--- config.mk ---
export PLATFORM = sky130hd
export DESIGN_NAME = multicycle_control_fsm_flat
export DESIGN_NICKNAME = d
export VERILOG_FILES = /design/src/rtl/multicycle_control_fsm_if.sv /design/src/rtl/multicycle_control_fsm.sv /design/src/flat_wrapper.sv
export SDC_FILE = /design/constraint.sdc
export NUM_CORES = 1
export LEC_CHECK = 0
export ABC_AREA = 0
export CAP_MARGIN = 20
export CORE_ASPECT_RATIO = 0.5
export CORE_MARGIN = 4
export CORE_UTILIZATION = 42
export CTS_CLUSTER_DIAMETER = 40
export DETAILED_ROUTE_END_ITERATION = 10
export MAX_ROUTING_LAYER = met4
export PLACE_DENSITY_LB_ADDON = 0.1
export RECOVER_POWER = 50
export SYNTH_ARGS = -nofsm -noshare
export SYNTH_HDL_FRONTEND = slang
export SYNTH_SLANG_ARGS = --single-unit
--- constraint.sdc ---
create_clock -name clk -period 1.95 [get_ports clk]
set_input_delay 0.2925 -clock clk [delete_from_list [all_inputs] [get_ports clk]]
set_output_delay 0.2925 -clock clk [all_outputs]
set_load 0.005 [all_outputs]
--- src/rtl/multicycle_control_fsm_if.sv ---
// Shared memory-port bundle between the multicycle control FSM and memory.
//   mem_ready   memory completes the current read/write this cycle
//   MemRead     read request
//   MemWrite    write request
//   IorD        address select: 0 = PC (instruction), 1 = ALU out (data)
//   SaveMethod  store size: 00 = SB, 01 = SH, 10 = SW
//   LoadMethod  load funct3 pass-through (LB/LH/LW/LBU/LHU)
// master: the control FSM; slave: the memory side.
interface multicycle_control_fsm_if;
  logic       mem_ready;
  logic       MemRead;
  logic       MemWrite;
  logic       IorD;
  logic [1:0] SaveMethod;
  logic [2:0] LoadMethod;

  modport master (
    input  mem_ready,
    output MemRead, MemWrite, IorD, SaveMethod, LoadMethod
  );

  modport slave (
    output mem_ready,
    input  MemRead, MemWrite, IorD, SaveMethod, LoadMethod
  );
endinterface

--- src/rtl/multicycle_control_fsm.sv ---
// Moore control FSM for a multicycle RV32I core: FETCH / DECODE / EXEC /
// MEM / WB over a single handshaked memory port, with an illegal-op trap,
// a memory-wait timeout and a saturating retired-instruction counter.
// Ports:
//   clk, rst     clock (rising edge), asynchronous active-low reset
//   Instruction  current IR contents, held stable while an instruction runs
//   bus          memory port (master side): requests out, mem_ready in
//   IRWrite      load IR from memory read data
//   ALUSrcA      00 = rs1, 01 = PC, 10 = zero
//   ALUSrc       0 = rs2, 1 = immediate
//   ALUOp        00 = add, 01 = branch compare, 10 = funct decode
//   Branch       conditional PC update, qualified by the compare in the datapath
//   PCWrite      unconditional PC update
//   PCSrc        00 = PC+4, 01 = PC+imm, 10 = ALU result (JALR)
//   MemtoReg     00 = ALU, 01 = memory, 10 = PC+4
//   RegWrite     register-file write enable
//   state        current state encoding
//   halted       FSM sits in HALT
//   illegal      sticky: undecodable instruction or bad state caused HALT
//   bus_err      sticky: memory wait timeout caused HALT
//   retired      retired-instruction count, saturating
module multicycle_control_fsm #(
  parameter int N       = 32,
  parameter int TMO_W   = 8,
  parameter int TMO_MAX = 200,
  parameter int CNT_W   = 32
) (
  input  logic                         clk,
  input  logic                         rst,
  input  logic [N-1:0]                 Instruction,
  multicycle_control_fsm_if.master     bus,
  output logic                         IRWrite,
  output logic [1:0]                   ALUSrcA,
  output logic                         ALUSrc,
  output logic [1:0]                   ALUOp,
  output logic                         Branch,
  output logic                         PCWrite,
  output logic [1:0]                   PCSrc,
  output logic [1:0]                   MemtoReg,
  output logic                         RegWrite,
  output logic [2:0]                   state,
  output logic                         halted,
  output logic                         illegal,
  output logic                         bus_err,
  output logic [CNT_W-1:0]             retired
);

  typedef enum logic [2:0] {
    S_FETCH  = 3'd0,
    S_DECODE = 3'd1,
    S_EXEC   = 3'd2,
    S_MEM    = 3'd3,
    S_WB     = 3'd4,
    S_HALT   = 3'd5
  } state_t;

  typedef enum logic [3:0] {
    OP_BAD, OP_R, OP_I, OP_LOAD, OP_STORE, OP_BRANCH,
    OP_JAL, OP_JALR, OP_LUI, OP_AUIPC, OP_FENCE, OP_SYSTEM
  } op_t;

  localparam logic [6:0] OPC_R      = 7'b0110011;
  localparam logic [6:0] OPC_I      = 7'b0010011;
  localparam logic [6:0] OPC_LOAD   = 7'b0000011;
  localparam logic [6:0] OPC_STORE  = 7'b0100011;
  localparam logic [6:0] OPC_BRANCH = 7'b1100011;
  localparam logic [6:0] OPC_JAL    = 7'b1101111;
  localparam logic [6:0] OPC_JALR   = 7'b1100111;
  localparam logic [6:0] OPC_LUI    = 7'b0110111;
  localparam logic [6:0] OPC_AUIPC  = 7'b0010111;
  localparam logic [6:0] OPC_FENCE  = 7'b0001111;
  localparam logic [6:0] OPC_SYSTEM = 7'b1110011;

  // Last waiting cycle before the timeout fires: TMO_MAX stalled cycles in
  // one access end in HALT unless mem_ready arrives on that very cycle.
  localparam logic [TMO_W-1:0] TMO_LAST = TMO_W'(TMO_MAX - 1);

  state_t             state_q, state_d;
  op_t                op;
  logic [6:0]         opcode;
  logic [2:0]         funct3;
  logic [TMO_W-1:0]   wait_cnt_q;
  logic [CNT_W-1:0]   retired_q;
  logic               illegal_q, bus_err_q;
  logic               retire, set_illegal, set_bus_err;
  logic               waiting, tmo_hit;
  logic               unused_instr;

  assign opcode       = Instruction[6:0];
  assign funct3       = Instruction[14:12];
  assign unused_instr = ^{Instruction[N-1:15], Instruction[11:7]};

  // Instruction class; bad funct3 on loads/stores folds into OP_BAD.
  always_comb begin
    // NOTE: every combinational output gets a default first so no path through the block infers a latch.
    op = OP_BAD;
    case (opcode)
      OPC_R:      op = OP_R;
      OPC_I:      op = OP_I;
      OPC_LOAD:   op = (funct3 == 3'd3 || funct3 == 3'd6 || funct3 == 3'd7) ? OP_BAD : OP_LOAD;
      OPC_STORE:  op = (funct3 > 3'd2) ? OP_BAD : OP_STORE;
      OPC_BRANCH: op = OP_BRANCH;
      OPC_JAL:    op = OP_JAL;
      OPC_JALR:   op = OP_JALR;
      OPC_LUI:    op = OP_LUI;
      OPC_AUIPC:  op = OP_AUIPC;
      OPC_FENCE:  op = OP_FENCE;
      OPC_SYSTEM: op = OP_SYSTEM;
      default:    op = OP_BAD;
    endcase
  end

  // Memory-wait bookkeeping; the counter is zero whenever an access starts.
  assign waiting = (state_q == S_FETCH || state_q == S_MEM) && !bus.mem_ready;
  assign tmo_hit = waiting && (wait_cnt_q == TMO_LAST);

  // Next-state logic.
  always_comb begin
    state_d     = state_q;
    retire      = 1'b0;
    set_illegal = 1'b0;
    set_bus_err = 1'b0;
    case (state_q)
      S_FETCH: begin
        if (bus.mem_ready) begin
          state_d = S_DECODE;
        end else if (tmo_hit) begin
          state_d     = S_HALT;
          set_bus_err = 1'b1;
        end
      end
      S_DECODE: begin
        case (op)
          OP_FENCE:  begin state_d = S_FETCH; retire = 1'b1; end
          OP_SYSTEM: begin state_d = S_HALT;  retire = 1'b1; end
          OP_BAD:    begin state_d = S_HALT;  set_illegal = 1'b1; end
          default:   state_d = S_EXEC;
        endcase
      end
      S_EXEC: begin
        case (op)
          OP_LOAD, OP_STORE: state_d = S_MEM;
          OP_BRANCH:         begin state_d = S_FETCH; retire = 1'b1; end
          default:           state_d = S_WB;
        endcase
      end
      S_MEM: begin
        if (bus.mem_ready) begin
          if (op == OP_STORE) begin
            state_d = S_FETCH;
            retire  = 1'b1;
          end else begin
            state_d = S_WB;
          end
        end else if (tmo_hit) begin
          state_d     = S_HALT;
          set_bus_err = 1'b1;
        end
      end
      S_WB: begin
        state_d = S_FETCH;
        retire  = 1'b1;
      end
      S_HALT:  state_d = S_HALT;
      default: begin
        state_d     = S_HALT;
        set_illegal = 1'b1;
      end
    endcase
  end

  // State register and sticky status.
  always_ff @(posedge clk or negedge rst) begin
    if (!rst) begin
      state_q    <= S_FETCH;
      wait_cnt_q <= '0;
      retired_q  <= '0;
      illegal_q  <= 1'b0;
      bus_err_q  <= 1'b0;
    end else begin
      // NOTE: sequential state uses non-blocking assignments so every register samples pre-edge values.
      state_q    <= state_d;
      wait_cnt_q <= waiting ? wait_cnt_q + 1'b1 : '0;
      if (retire && (retired_q != {CNT_W{1'b1}})) begin
        retired_q <= retired_q + 1'b1;
      end
      if (set_illegal) illegal_q <= 1'b1;
      if (set_bus_err) bus_err_q <= 1'b1;
    end
  end

  // Output decode from state and IR. IRWrite and a store's PCWrite are the
  // only strobes qualified by mem_ready: each must fire exactly once per
  // access however long memory stalls.
  always_comb begin
    IRWrite        = 1'b0;
    bus.IorD       = 1'b0;
    bus.MemRead    = 1'b0;
    bus.MemWrite   = 1'b0;
    bus.SaveMethod = 2'b00;
    ALUSrcA        = 2'b00;
    ALUSrc         = 1'b0;
    ALUOp          = 2'b00;
    Branch         = 1'b0;
    PCWrite        = 1'b0;
    PCSrc          = 2'b00;
    MemtoReg       = 2'b00;
    RegWrite       = 1'b0;
    case (state_q)
      S_FETCH: begin
        bus.MemRead = 1'b1;
        IRWrite     = bus.mem_ready;
      end
      S_DECODE: begin
        if (op == OP_FENCE) PCWrite = 1'b1;
      end
      S_EXEC: begin
        case (op)
          OP_R:      ALUOp = 2'b10;
          OP_I:      begin ALUOp = 2'b10; ALUSrc = 1'b1; end
          OP_LUI:    begin ALUSrcA = 2'b10; ALUSrc = 1'b1; end
          OP_AUIPC:  begin ALUSrcA = 2'b01; ALUSrc = 1'b1; end
          OP_LOAD,
          OP_STORE:  ALUSrc = 1'b1;
          OP_BRANCH: begin ALUOp = 2'b01; Branch = 1'b1; PCSrc = 2'b01; end
          OP_JAL:    begin ALUSrcA = 2'b01; ALUSrc = 1'b1; end
          OP_JALR:   ALUSrc = 1'b1;
          default:   ;
        endcase
      end
      S_MEM: begin
        bus.IorD = 1'b1;
        if (op == OP_LOAD) bus.MemRead = 1'b1;
        if (op == OP_STORE) begin
          bus.MemWrite   = 1'b1;
          bus.SaveMethod = funct3[1:0];
          PCWrite        = bus.mem_ready;
        end
      end
      S_WB: begin
        RegWrite = 1'b1;
        PCWrite  = 1'b1;
        case (op)
          OP_LOAD: MemtoReg = 2'b01;
          OP_JAL:  begin MemtoReg = 2'b10; PCSrc = 2'b01; end
          OP_JALR: begin MemtoReg = 2'b10; PCSrc = 2'b10; end
          default: ;
        endcase
      end
      default: ;
    endcase
  end

  assign bus.LoadMethod = funct3;
  assign state          = state_q;
  assign halted         = (state_q == S_HALT);
  assign illegal        = illegal_q;
  assign bus_err        = bus_err_q;
  assign retired        = retired_q;

endmodule
--- src/flat_wrapper.sv ---
// flat-port wrapper written by rule: the top's interface ports become plain ports
module multicycle_control_fsm_flat 
#(
  parameter int N       = 32,
  parameter int TMO_W   = 8,
  parameter int TMO_MAX = 200,
  parameter int CNT_W   = 32
)
  (clk, rst, Instruction, IRWrite, ALUSrcA, ALUSrc, ALUOp, Branch, PCWrite, PCSrc, MemtoReg, RegWrite, state, halted, illegal, bus_err, retired, bus_mem_ready, bus_MemRead, bus_MemWrite, bus_IorD, bus_SaveMethod, bus_LoadMethod);
  multicycle_control_fsm_if bus_i ();
  input  logic clk;
  input  logic rst;
  input  logic [N-1:0] Instruction;
  output logic IRWrite;
  output logic [1:0] ALUSrcA;
  output logic ALUSrc;
  output logic [1:0] ALUOp;
  output logic Branch;
  output logic PCWrite;
  output logic [1:0] PCSrc;
  output logic [1:0] MemtoReg;
  output logic RegWrite;
  output logic [2:0] state;
  output logic halted;
  output logic illegal;
  output logic bus_err;
  output logic [CNT_W-1:0] retired;
  input wire logic [$bits(bus_i.mem_ready)-1:0] bus_mem_ready;
  output wire logic [$bits(bus_i.MemRead)-1:0] bus_MemRead;
  output wire logic [$bits(bus_i.MemWrite)-1:0] bus_MemWrite;
  output wire logic [$bits(bus_i.IorD)-1:0] bus_IorD;
  output wire logic [$bits(bus_i.SaveMethod)-1:0] bus_SaveMethod;
  output wire logic [$bits(bus_i.LoadMethod)-1:0] bus_LoadMethod;
  assign bus_i.mem_ready = bus_mem_ready;
  assign bus_MemRead = bus_i.MemRead;
  assign bus_MemWrite = bus_i.MemWrite;
  assign bus_IorD = bus_i.IorD;
  assign bus_SaveMethod = bus_i.SaveMethod;
  assign bus_LoadMethod = bus_i.LoadMethod;
  multicycle_control_fsm #(.N(N), .TMO_W(TMO_W), .TMO_MAX(TMO_MAX), .CNT_W(CNT_W)) u_core (.clk(clk), .rst(rst), .Instruction(Instruction), .bus(bus_i), .IRWrite(IRWrite), .ALUSrcA(ALUSrcA), .ALUSrc(ALUSrc), .ALUOp(ALUOp), .Branch(Branch), .PCWrite(PCWrite), .PCSrc(PCSrc), .MemtoReg(MemtoReg), .RegWrite(RegWrite), .state(state), .halted(halted), .illegal(illegal), .bus_err(bus_err), .retired(retired));
endmodule
======== Word level (Yosys, flattened, before mapping) ========
Cells that the tools add are included.
word-level totals
  flip-flop bits (word level) ............. 45
  bits in latches ......................... 0
  bits in writable memories ............... 0
  memory bits (read-only) ................. 0
  word-level logic and storage cells ...... 102
  memories ................................ 0
operators by class
  add/subtract/negate cells ............... 2
  multipliers ............................. 0
  divide/modulo/power cells ............... 0
  $lt $le $gt $ge ......................... 1
  eq/ne operators ......................... 32
  shifts and indexed selects .............. 0
  muxes and demuxes ....................... 44
  bitwise operators ....................... 0
  reduce and logical (&&, ||, !) cells .... 18
operators by type and width
  cell                                                              count
  4-bit one-hot mux with 11 select lines                            1
  32-bit by 1-bit adder with 32-bit output (second input constant)  1
  32-bit != test (second input constant)                            1
  7-bit == test (second input constant)                             4
  7-bit by 6-bit == test with 1-bit output (second input constant)  3
  2-bit one-hot mux with 2 select lines                             5
  1-bit 2-to-1 mux                                                  19
  4-bit by 3-bit == test with 1-bit output (second input constant)  4
  4-bit == test (second input constant)                             4
  3-bit 2-to-1 mux                                                  5
  3-bit one-hot mux with 5 select lines                             1
  7-bit by 5-bit == test with 1-bit output (second input constant)  2
  2-bit OR reduction                                                7
  3-bit == test (second input constant)                             4
  2-bit 2-to-1 mux                                                  6
  3-bit one-hot mux with 2 select lines                             2
  3-bit by 2-bit == test with 1-bit output (second input constant)  3
  8-bit by 1-bit adder with 8-bit output (second input constant)    1
  4-bit by 2-bit == test with 1-bit output (second input constant)  2
  8-bit == test (second input constant)                             1
  8-bit 2-to-1 mux                                                  1
  7-bit by 2-bit == test with 1-bit output (second input constant)  1
  7-bit by 4-bit == test with 1-bit output (second input constant)  1
  7-bit OR reduction                                                1
  other kinds (12)                                                  17

======== Logic depth before layout (Yosys ltp) ========
  word-level depth ........................ 10
  mapped depth ............................ 8
  mapped depth without buffers ............ 7

======== Worst setup path before layout ========
OpenSTA, ideal clock, no wires.
  path type ............................... input -> register
  start point ............................. in Instruction[5]
  end point ............................... reg u_core.retired_q[1] (netlist: u_core.retired[1])
  arrival ................................. 2.004 ns
  required time ........................... 1.825 ns
  path slack .............................. -0.179 ns
  stages on the path ...................... 8
  buffers on the path ..................... 2
  cells stage by stage .................... buf_4 > nor4bb_4 > a31oi_1 > a311o_1 > a311oi_4 > buf_6 > nor2_1 > mux2_4
on the way
  cells in the longest elaborated chain, start to end .. 7
  elaborated cells between the ends (all ways) .. 23
ends and longest elaborated chain
  element                                                                           line                                                          source
  start, declared                                                                   flat_wrapper.sv:13                                            input logic [N-1:0] Instruction;
  7-bit == test, or another cell as far along                                       multicycle_control_fsm.sv:97                                  case (opcode)
  4-bit one-hot mux with 11 select lines *                                          multicycle_control_fsm.sv:97
  4-bit by 3-bit == test with 1-bit output / 4-bit == test (equally long branches)  multicycle_control_fsm.sv:149, multicycle_control_fsm.sv:133
  1-bit 2-to-1 mux / 2-bit OR reduction (equally long branches)                     -
  1-bit 2-to-1 mux, on equally long branches                                        multicycle_control_fsm.sv:148, multicycle_control_fsm.sv:133
  1-bit one-hot mux with 4 select lines *                                           multicycle_control_fsm.sv:123                                 case (state_q)
  1-bit logical AND *                                                               multicycle_control_fsm.sv:184                                 if (retire && (retired_q != {CNT_W{1'b1}})) begin
  end signal, assigned                                                              multicycle_control_fsm.sv:185                                 retired_q <= retired_q + 1'b1;
  end, declared                                                                     multicycle_control_fsm.sv:83                                  logic [CNT_W-1:0] retired_q;
Mark *: on every way between the ends. The rest lies on a longest branch, timed or not.
A chain may end at the register's enable or synchronous reset.

======== Worst setup path after layout ========
  start point ............................. reg u_core.retired_q[0] (netlist: u_core.retired[0])
  end point ............................... reg u_core.retired_q[21] (netlist: u_core.retired[21])
on the way
  cells in the longest elaborated chain, start to end .. 2
  elaborated cells between the ends (all ways) .. 3
ends and longest elaborated chain
  element
  parallel branches: the longest is 2 deep, another holds 32-bit by 1-bit adder with 32-bit output
Parallel ways; which one is timed is not known.

==> flow_summary.yaml <==
run_status:
  status: "finished, violations left"
  violations: "negative setup slack"
critical_path:
  critPathMaxFanout: 6
  r2r_end: "u_core.retired[21]"
  arrival_ps: 2400
  r2r_slack_ps: -240
  cp.required_ps: 2160
  timing.rr.start: "u_core.retired[0]"
  startpoint_type: "flop"
  critPathCaptureType: "flop"
  r2r_cells: 7
  path_class: "reg -> reg"
worst_hold_path:
  hp-class: "reg -> reg"
  hp-start: "u_core.wait_cnt_q[0]"
  worst_hold_path.num_cells: 1
  min_to: "u_core.wait_cnt_q[0]"
synthesis:
  ys_top_cells_by_area: "dfrtp_1 (40%), xor2_1 (11%), nor2_1 (5.2%)"
  yosys.cell_types.count: 51
  syn_area_sq_um: 2790
  ys_seq_elements: 45
  yosys_warnings: 0
  synth.most_common_cell: "dfrtp_1"
  synth_top_area_cell: "dfrtp_1"
  synth-async-reset-ratio_pct: 100
  synth.top_cell.area_share_pct: 40.4
  synth_nets: 345
  synthTopCellsByCount: "dfrtp_1 (45), nor2_1 (39), xor2_1 (36), nand2_1 (27)"
  synth_edf_count: 0
  synth_cells: 308
  synth.yosys.seq_area_share_pct: 40.4
  synthFlopType: "dfrtp_1"
  synth_area_per_cell_sq_um: 9.06
cts:
  cts.sinks: 45
  htreeDepth: 2
  numCtsBuffers: 5
  insertion_delay_ps: 280
  cts.path.max_buffers: 2
  clockRootBuffer: "clkbuf_16"
  cts_tree: "yes"
  clk_pin_slew_worst_paths_ps: 60
cells_and_area:
  drive_gt1_share_pct: 46.5
  layout.nets: 513
  areaGrowthSynthToFinish_pct: 80.6
  multi_input_area_sq_um: 2070
  fill_cells: 363
  fin_util_pct: 80.6
  seq_area_sq_um: 1130
  n_antenna_cell: 0
drt:
  avgRoutedWirePerCell_um: 17.4
  routed-wl-met3_um: 638
  via_per_inst: 5.58
  drc: 0
  routed_wl_um: 9850
  top_layer: "met4"
  drt_iter0_drc: 276
  wirelength_met1_um: 4030
  final_antenna_net_count: 0
  first_pass_iters: 5
  num_vias: 3153
  dr_wl_met2_um: 5030
sta:
  worst_pin_slew_ps: 554
  finalSetupViolCount: 37
  grt_setup_unrepaired: "yes"
  drv_slew: 0
  hold_viol: 0
  min_period_ps: 2190
  fin_skew_ps: 5.33
  fin_crit_sh_pct: 112
  slew_headroom_pct: 62.7
  clock.fmax_mhz: 456
  finalWorstSetupSlack_ps: -242
floorplanning:
  io-pin-count: 94
  num_rows: 20
  die_y_um: 65.6
  die_w_um: 123
  coreArea_sq_um: 6260
  initial_core_util_pct: 44.6
  die_area_sq_um: 8090
pwr:
  p_leak_nw: 2.08
  p_per_area_nw_per_um2: 446
  finalPower_mw: 2.25
  peakVddDrop_mv: 0.293
run:
  maxCapViolCount: 0
global_routing:
  antenna_found_initial: 0
  grt_pass1_wl_um: 14500
  grt_pass1_vias: 3076
  grt_max_degree: 21
  grt_overflow: 0
  grt_use_total_pct: 22.9
place:
  port_buffers: 71
  gp_congestion: 0.950
  dp.final_hpwl_um: 5980
-- worst max-delay path, cell delays in order, from the launching register on --
cell and delay (ps):
dfrtp_1 380, ha_1 210, and3_1 230, nand4_1 250, nand3b_1 300, nand4_1 330
nor3_4 280, xor2_1 150
-- how the worst max path moves through the flow --
stage	from	end	slack, ps	depth (start not counted)
2_1_floorplan	Instruction[5]	u_core.retired[1]	-60	8
3_3_place_gp	Instruction[6]	bus_SaveMethod[0]	-840	7
3_5_place_dp	Instruction[6]	bus_SaveMethod[1]	-910	7
4_1_cts	u_core.state[0]	ALUOp[1]	-210	4
5_1_grt	u_core.retired[0]	u_core.retired[21]	-370	7
6_report	u_core.retired[0]	u_core.retired[21]	-240	7
-- cells by family after synthesis --
| logic type | Yosys count | synth area share, % |
|---|---|---|
| AOI/OAI and AO/OA | 32 | 8.57 |
| xor gates and xnor gates | 39 | 12.2 |
| adders and majority gates | 2 | 0.897 |
| buffers and inverters | 23 | 4.53 |
| DFF | 45 | 40.4 |
| muxes | 1 | 0.538 |
| and+or+nand+nor | 166 | 32.9 |
-- flip-flops by register name (all words and copies together) (netlist names) --
name               cells
u_core.bus_err         1
u_core.illegal         1
u_core.retired        32
u_core.state           3
u_core.wait_cnt_q      8
-- report_power, final --
part           switching [mW]  total (mW)  internal, mW
sequential             0.0172       0.977         0.960
clock                   0.338       0.814         0.476
combinational           0.230       0.456         0.226
total                   0.585        2.25          1.66
-- placed cells by master (no fill, tap or decap), types with 4 or more instances in the layout --
master,count
buf_4,80
dfrtp_1,45
xor2_1,36
clkdlybuf4s50_1,35
buf_6,25
nand2_1,19
nor2_1,16
nand4_1,15
nor2_4,13
buf_2,13
nand3_1,11
nor2_2,10
and3_1,9
and4_1,8
nor3_4,8
nand2_2,7
dlygate4sd3_1,7
and2_1,6
clkbuf_16,6
inv_1,5
clkbuf_2,5
nand3_2,4
nor3b_4,4
a21oi_2,4
nor3_2,4
-- final cells by class --
cell class / count / area share [%]
clock buffers: 7 / 2.63
flip-flops and latches: 45 / 22.3
inverters: 6 / 0.497
multi-input cells: 240 / 41.1
well taps: 88 / 2.18
clock inverters: 1 / 0.149
repair buffers: 178 / 31.1
-- metal layers --
layer	vias to the layer above	global-route usage, %
met2	158	40.6
met3	17	4.04
li1	1443	-
met1	1535	27.2
met4	0	6.34
met5	-	-
-- metrics by stage --
step | setup WS (ps) | instance area (sq um) | setup TNS [ps] | std cells | hold slack [ps]
detailed placement | -913 | 4080 | -38490 | 519 | 153
global placement | -835 | 4080 | -35470 | 519 | 150
CTS | -206 | 4620 | -5590 | 548 | 389
floorplan | -57.7 | 2860 | -389 | 308 | -3.09
global route | -367 | 5040 | -7760 | 565 | 491
finish | -242 | 5040 | -5400 | 565 | 456
-- what timing repair did --
item / CTS / global route
hold buffers: 1 / 0
cloned: 2 / 1
setup buffers: 18 / 20
endpoints found under the setup margin: 54 / 51
hold endpoints to repair: 7 / 0
pin swaps: 34 / 46
resized for setup: 139 / 105
Note: power is estimated with default switching activity, not from simulation.
